$ cat config.mk
export PLATFORM = sky130hd
export DESIGN_NAME = pc_src_ctrl
export DESIGN_NICKNAME = d
export VERILOG_FILES = /design/src/rtl/pc_src_pkg.sv /design/src/rtl/ras_lifo.sv /design/src/rtl/pc_src_ctrl.sv
export SDC_FILE = /design/constraint.sdc
export NUM_CORES = 1
export LEC_CHECK = 0
export CORE_ASPECT_RATIO = 0.5
export CORE_MARGIN = 5
export CORE_UTILIZATION = 68
export DETAILED_ROUTE_END_ITERATION = 10
export DONT_BUFFER_PORTS = 1
export PLACE_DENSITY_LB_ADDON = 0.12
export SYNTH_ARGS = -nofsm -noshare
export SYNTH_HDL_FRONTEND = slang
export SYNTH_SLANG_ARGS = --single-unit
$ cat constraint.sdc
create_clock -name CLK -period 7.7 [get_ports CLK]
set_input_delay 1.54 -clock CLK [delete_from_list [all_inputs] [get_ports CLK]]
set_output_delay 1.54 -clock CLK [all_outputs]
set_load 0.05 [all_outputs]
$ cat src/rtl/pc_src_pkg.sv
// Shared types and default constants for the PC source controller.
package pc_src_pkg;

    localparam int DEF_ADDR_W = 10;
    localparam int DEF_DEPTH  = 8;
    localparam logic [DEF_ADDR_W-1:0] DEF_INTR_VEC = 10'h3FF;

    typedef enum logic {
        RUN = 1'b0,
        ISR = 1'b1
    } pc_state_t;

    typedef logic [DEF_ADDR_W-1:0] addr_t;

endpackage

$ cat src/rtl/ras_lifo.sv
// Return-address LIFO: pushes while full and pops while empty are ignored here;
// the parent never requests push and pop in the same cycle.
module ras_lifo
    import pc_src_pkg::*;
#(
    parameter int DEPTH = DEF_DEPTH,
    parameter int W     = DEF_ADDR_W
) (
    input  logic         clk,
    input  logic         rst,
    input  logic         push,
    input  logic         pop,
    input  logic [W-1:0] din,
    output logic [W-1:0] top,
    output logic         full,
    output logic         empty
);

    localparam int AW = $clog2(DEPTH);

    logic [AW:0]   sp_r;
    logic [W-1:0]  mem_r [DEPTH];
    logic [AW-1:0] wr_idx_s;
    logic [AW-1:0] rd_idx_s;

    // The low bits of SP wrap to 0 when full, so SP-1 still addresses the last entry.
    assign wr_idx_s = sp_r[AW-1:0];
    assign rd_idx_s = wr_idx_s - AW'(1);
    assign full     = (sp_r == (AW+1)'(DEPTH));
    assign empty    = (sp_r == '0);
    assign top      = empty ? '0 : mem_r[rd_idx_s];

    // Stack pointer.
    always_ff @(posedge clk or posedge rst) begin
        if (rst) begin
            sp_r <= '0;
        end else if (push && !full) begin
            sp_r <= sp_r + (AW+1)'(1);
        end else if (pop && !empty) begin
            sp_r <= sp_r - (AW+1)'(1);
        end else begin
            sp_r <= sp_r;
        end
    end

    // Entry storage; contents are don't-care after reset.
    always_ff @(posedge clk) begin
        if (push && !full) begin
            mem_r[wr_idx_s] <= din;
        end
    end

endmodule

$ cat src/rtl/pc_src_ctrl.sv
// PC source selection, return-address stack and interrupt state machine.
// Optional build macro PC_SRC_INTR_LATCH_EN latches interrupt requests that arrive while masked.
module pc_src_ctrl
    import pc_src_pkg::*;
#(
    parameter int ADDR_W = DEF_ADDR_W,
    parameter int DEPTH  = DEF_DEPTH,
    parameter logic [ADDR_W-1:0] INTR_VEC = ADDR_W'(DEF_INTR_VEC)
) (
    input  logic              CLK,
    input  logic              RST,
    input  logic [ADDR_W-1:0] PC_COUNT,
    input  logic              ADV,
    input  logic              BR,
    input  logic              CALL,
    input  logic              RET,
    input  logic              RETI,
    input  logic              SEI,
    input  logic              CLI,
    input  logic [ADDR_W-1:0] TGT,
    input  logic              INTR,
    output logic [ADDR_W-1:0] DIN,
    output logic              PC_LD,
    output logic              PC_INC,
    output logic              IN_ISR,
    output logic              IE,
    output logic              OVF,
    output logic              UNF
);

    pc_state_t         state_r;
    pc_state_t         state_nxt_s;
    logic              ie_r;
    logic              ie_nxt_s;
    logic              ovf_r;
    logic              unf_r;
    logic              intr_req_s;
    logic              intr_take_s;
    logic              reti_isr_s;
    logic              push_req_s;
    logic              pop_req_s;
    logic [ADDR_W-1:0] push_data_s;
    logic [ADDR_W-1:0] din_s;
    logic              ld_s;
    logic              inc_s;
    logic [ADDR_W-1:0] top_s;
    logic              full_s;
    logic              empty_s;

`ifdef PC_SRC_INTR_LATCH_EN
    logic pending_r;

    // Remember any request that was not taken so it fires once interrupts open up.
    always_ff @(posedge CLK or posedge RST) begin
        if (RST) begin
            pending_r <= 1'b0;
        end else if (intr_take_s) begin
            pending_r <= 1'b0;
        end else begin
            pending_r <= pending_r | INTR;
        end
    end

    assign intr_req_s = INTR | pending_r;
`else
    assign intr_req_s = INTR;
`endif

    assign intr_take_s = intr_req_s & ie_r & (state_r == RUN);

    // Flow request arbitration; only the highest-priority request acts.
    always_comb begin
        din_s       = '0;
        ld_s        = 1'b0;
        inc_s       = 1'b0;
        push_req_s  = 1'b0;
        pop_req_s   = 1'b0;
        push_data_s = '0;
        reti_isr_s  = 1'b0;
        if (intr_take_s) begin
            din_s       = INTR_VEC;
            ld_s        = 1'b1;
            push_req_s  = 1'b1;
            push_data_s = PC_COUNT;
        end else if (RETI) begin
            din_s      = top_s;
            ld_s       = 1'b1;
            pop_req_s  = 1'b1;
            reti_isr_s = (state_r == ISR);
        end else if (RET) begin
            din_s     = top_s;
            ld_s      = 1'b1;
            pop_req_s = 1'b1;
        end else if (CALL) begin
            din_s       = TGT;
            ld_s        = 1'b1;
            push_req_s  = 1'b1;
            push_data_s = PC_COUNT + ADDR_W'(1);
        end else if (BR) begin
            din_s = TGT;
            ld_s  = 1'b1;
        end else if (ADV) begin
            inc_s = 1'b1;
        end else begin
            inc_s = 1'b0;
        end
    end

    // Interrupt enable and ISR state; RETI re-enables even against a same-cycle CLI.
    always_comb begin
        state_nxt_s = state_r;
        ie_nxt_s    = ie_r;
        if (intr_take_s) begin
            state_nxt_s = ISR;
        end else if (reti_isr_s) begin
            state_nxt_s = RUN;
        end else begin
            state_nxt_s = state_r;
        end
        if (reti_isr_s) begin
            ie_nxt_s = 1'b1;
        end else if (intr_take_s) begin
            ie_nxt_s = 1'b0;
        end else if (CLI) begin
            ie_nxt_s = 1'b0;
        end else if (SEI) begin
            ie_nxt_s = 1'b1;
        end else begin
            ie_nxt_s = ie_r;
        end
    end

    // State, enable and sticky error flags.
    always_ff @(posedge CLK or posedge RST) begin
        if (RST) begin
            state_r <= RUN;
            ie_r    <= 1'b0;
            ovf_r   <= 1'b0;
            unf_r   <= 1'b0;
        end else begin
            state_r <= state_nxt_s;
            ie_r    <= ie_nxt_s;
            ovf_r   <= ovf_r | (push_req_s & full_s);
            unf_r   <= unf_r | (pop_req_s & empty_s);
        end
    end

    ras_lifo #(
        .DEPTH (DEPTH),
        .W     (ADDR_W)
    ) u_ras (
        .clk   (CLK),
        .rst   (RST),
        .push  (push_req_s),
        .pop   (pop_req_s),
        .din   (push_data_s),
        .top   (top_s),
        .full  (full_s),
        .empty (empty_s)
    );

    assign DIN    = RST ? '0 : din_s;
    assign PC_LD  = RST ? 1'b0 : ld_s;
    assign PC_INC = RST ? 1'b0 : inc_s;
    assign IN_ISR = (state_r == ISR);
    assign IE     = ie_r;
    assign OVF    = ovf_r;
    assign UNF    = unf_r;

endmodule

==> summary.txt <==
Largest net degree at the start of global routing - 29
Die Y-Extent - 64.5 um
Cell variety after synth - 50
Crit path launch type - primary input
CTS resizes - 0
Post-layout power - 1.63 mW
Ant diodes - 0
Worst skew pair latency - 0.34 ns
RSZ-0062 raised after global routing - no
DR iter-0 viols - 262
Worst Max-Slew Pin Slew - 1.25 ns
Detailed-route DRC error count - 0
Synthesized area per cell - 15.9 um^2
Vias/cell - 6.97
Total negative slack - 0 ns
Yosys warning total - 0
Post-Syn Instances - 255
Status - completed
Layout area overhead - 7.80%
CP required - 6.16 ns
Root Driver - clkbuf_16
Row count - 19
Total wire length after detailed routing - 8520 um
GPL Wtd Cong - 0.831
Top FF cell, synth - edfxtp_1
Dpl hpwl - 5820 um
Post-synth top cells - 80 x edfxtp_1, 20 x mux4_2, 15 x nor2_1
Fin crit period - 4.80 ns
Final setup viols - 0
Critical Path End Type - output port
Die span in x - 119 um
M3 GR Usage - 0.103
Post-CTS setup buffers - 0
P_leak - 1.42 nW
Die ar. - 7680 um^2
CTS Buffer Depth - 2
Area of the core - 5610 um^2
Crit Path Max Fanout - 21
Post-layout util - 0.777
Post-synth EDFFs - 80
Sink Count - 88
Met2 Usage GRT - 0.375
Clk_skew - 0.00589 ns
Setup CP Type - primary input to output port
Critical Path AT - 3.26 ns
Cell taking the most area after synthesis - edfxtp_1
Ys async rst share - 0.0909
H-tree depth - 3
Hold path startpoint - u_ras.sp_r[1]
Antenna viol nets, final - 0
Gr usage total - 0.242
GRT overflow - 0
Total CTS buffers - 9
GR peak layer - met2
CTS tree - built
IO Pins - 46
Top cell type's share of synthesized area - 0.594
Drt wl/cell - 25.3 um
R2R Path Start - IN_ISR
PwrDens - 374 nW/um^2
Share of cells above drive strength 1 - 0.178
Achievable frequency - 208 MHz
Hold Slack - 0.628 ns
Mapped cell area - 4040 um^2
Max Cap Violations - 0
Post-Syn Nets - 290
First-pass iteration count of the detailed router - 5
Slew headroom - 0.170
Sequential area share after synthesis - 0.644
Final nets - 294
Final period util - 0.624
Worst Hold Class - register to register
Met1 Usage GRT - 0.317
Worst setup path start - INTR
Synth Register Bits - 88
Vias in the first global route - 2376
Final Hold Vio Count - 0
Starting density of the core - 0.721
Max Slew Vio Count - 0
Post-CTS Hold Buffers - 0
Peak supply drop - 304 uV
Initial antenna violation count - 0
First-pass GRT wire length - 13500 um
Synth area leaders - edfxtp_1 59%, mux4_2 11%, dfrtp_1 5.0%
Worst-path clk slew - 0.06 ns
Most common cell in the netlist - edfxtp_1
Routed via count - 2350
PortBufs - 0
[path summary, 6_finish.rpt]
check / end / slack (ns) / cells past startpoint
worst max-delay path: DIN[2] / 2.90 / 3
worst min-delay path: u_ras.sp_r[1] / 0.63 / 1
worst max register to register: u_ras.sp_r[3] / 3.94 / 8
min in group asynchronous: u_ras.sp_r[0] / 1.05 / 1
worst min register to register: u_ras.sp_r[1] / 0.63 / 1
max in group asynchronous: u_ras.sp_r[2] / 6.40 / 1
[flip-flops by register name, indices dropped and copies added (netlist names)]
signal / flops
OVF: 1
IN_ISR: 1
UNF: 1
u_ras.sp_r: 4
IE: 1
u_ras.mem_r: 80
[worst max-delay path, stage by stage]
cell and delay [ns]:
and3b_1 0.74, a31oi_1 0.10, o21ai_1 0.87
[metrics by stage]
step / cells / worst slack, ns / instance area, um^2
finish: 337 / 2.90 / 4360
global route: 337 / 2.75 / 4360
CTS: 337 / 2.88 / 4360
detailed placement: 321 / 2.94 / 4100
global placement: 321 / 2.99 / 4100
floorplan: 255 / 2.88 / 4040
[cell usage in the layout, fill, tap and decap left out, drive strengths merged, types with 2 or more instances in the layout]
cell / n
a211oi: 2
a21oi: 5
a22oi: 10
a31oi: 10
buf: 5
clkbuf: 12
clkinv: 3
dfrtp: 8
edfxtp: 80
ha: 4
inv: 6
mux4: 20
nand2: 13
nand2b: 5
nand3: 3
nand3b: 3
nand4: 3
nor2: 16
nor3: 7
nor4: 2
o21ai: 16
o21bai: 2
o31ai: 2
xnor2: 6
xor2: 3
[power by group]
group	internal, mW	leakage [nW]	total, mW	switching [mW]
Combinational	0.232	0.466	0.619	0.387
Clock	0.216	0.124	0.381	0.164
Sequential	0.582	0.832	0.629	0.0473
[logic make-up after synthesis]
kind of cell,Yosys count,synth area share
AOI/OAI and AO/OA,52,0.0857
xor gates and xnor gates,9,0.0195
adders and majority gates,5,0.0173
buffers and inverters,18,0.0232
DFF,88,0.644
muxes,21,0.114
and+or+nand+nor,62,0.0963
[cell type report]
| type | count | area [um^2] |
|---|---|---|
| tap | 73 | 91.3 |
| multi-input combinational | 149 | 1350 |
| clock inverter | 4 | 21.3 |
| inverter | 6 | 22.5 |
| sequential | 88 | 2600 |
| clock buffer | 12 | 236 |
| timing repair buffer | 5 | 37.5 |
| fill | 333 | 1250 |
[routing by layer]
layer / vias to the layer above / share of wire
met1: 1174 / 0.39
met4: 0 / 0.017
met5: - / 0
met3: 19 / 0.12
met2: 130 / 0.47
li1: 1027 / -
Note: power is estimated with default switching activity, not from simulation.
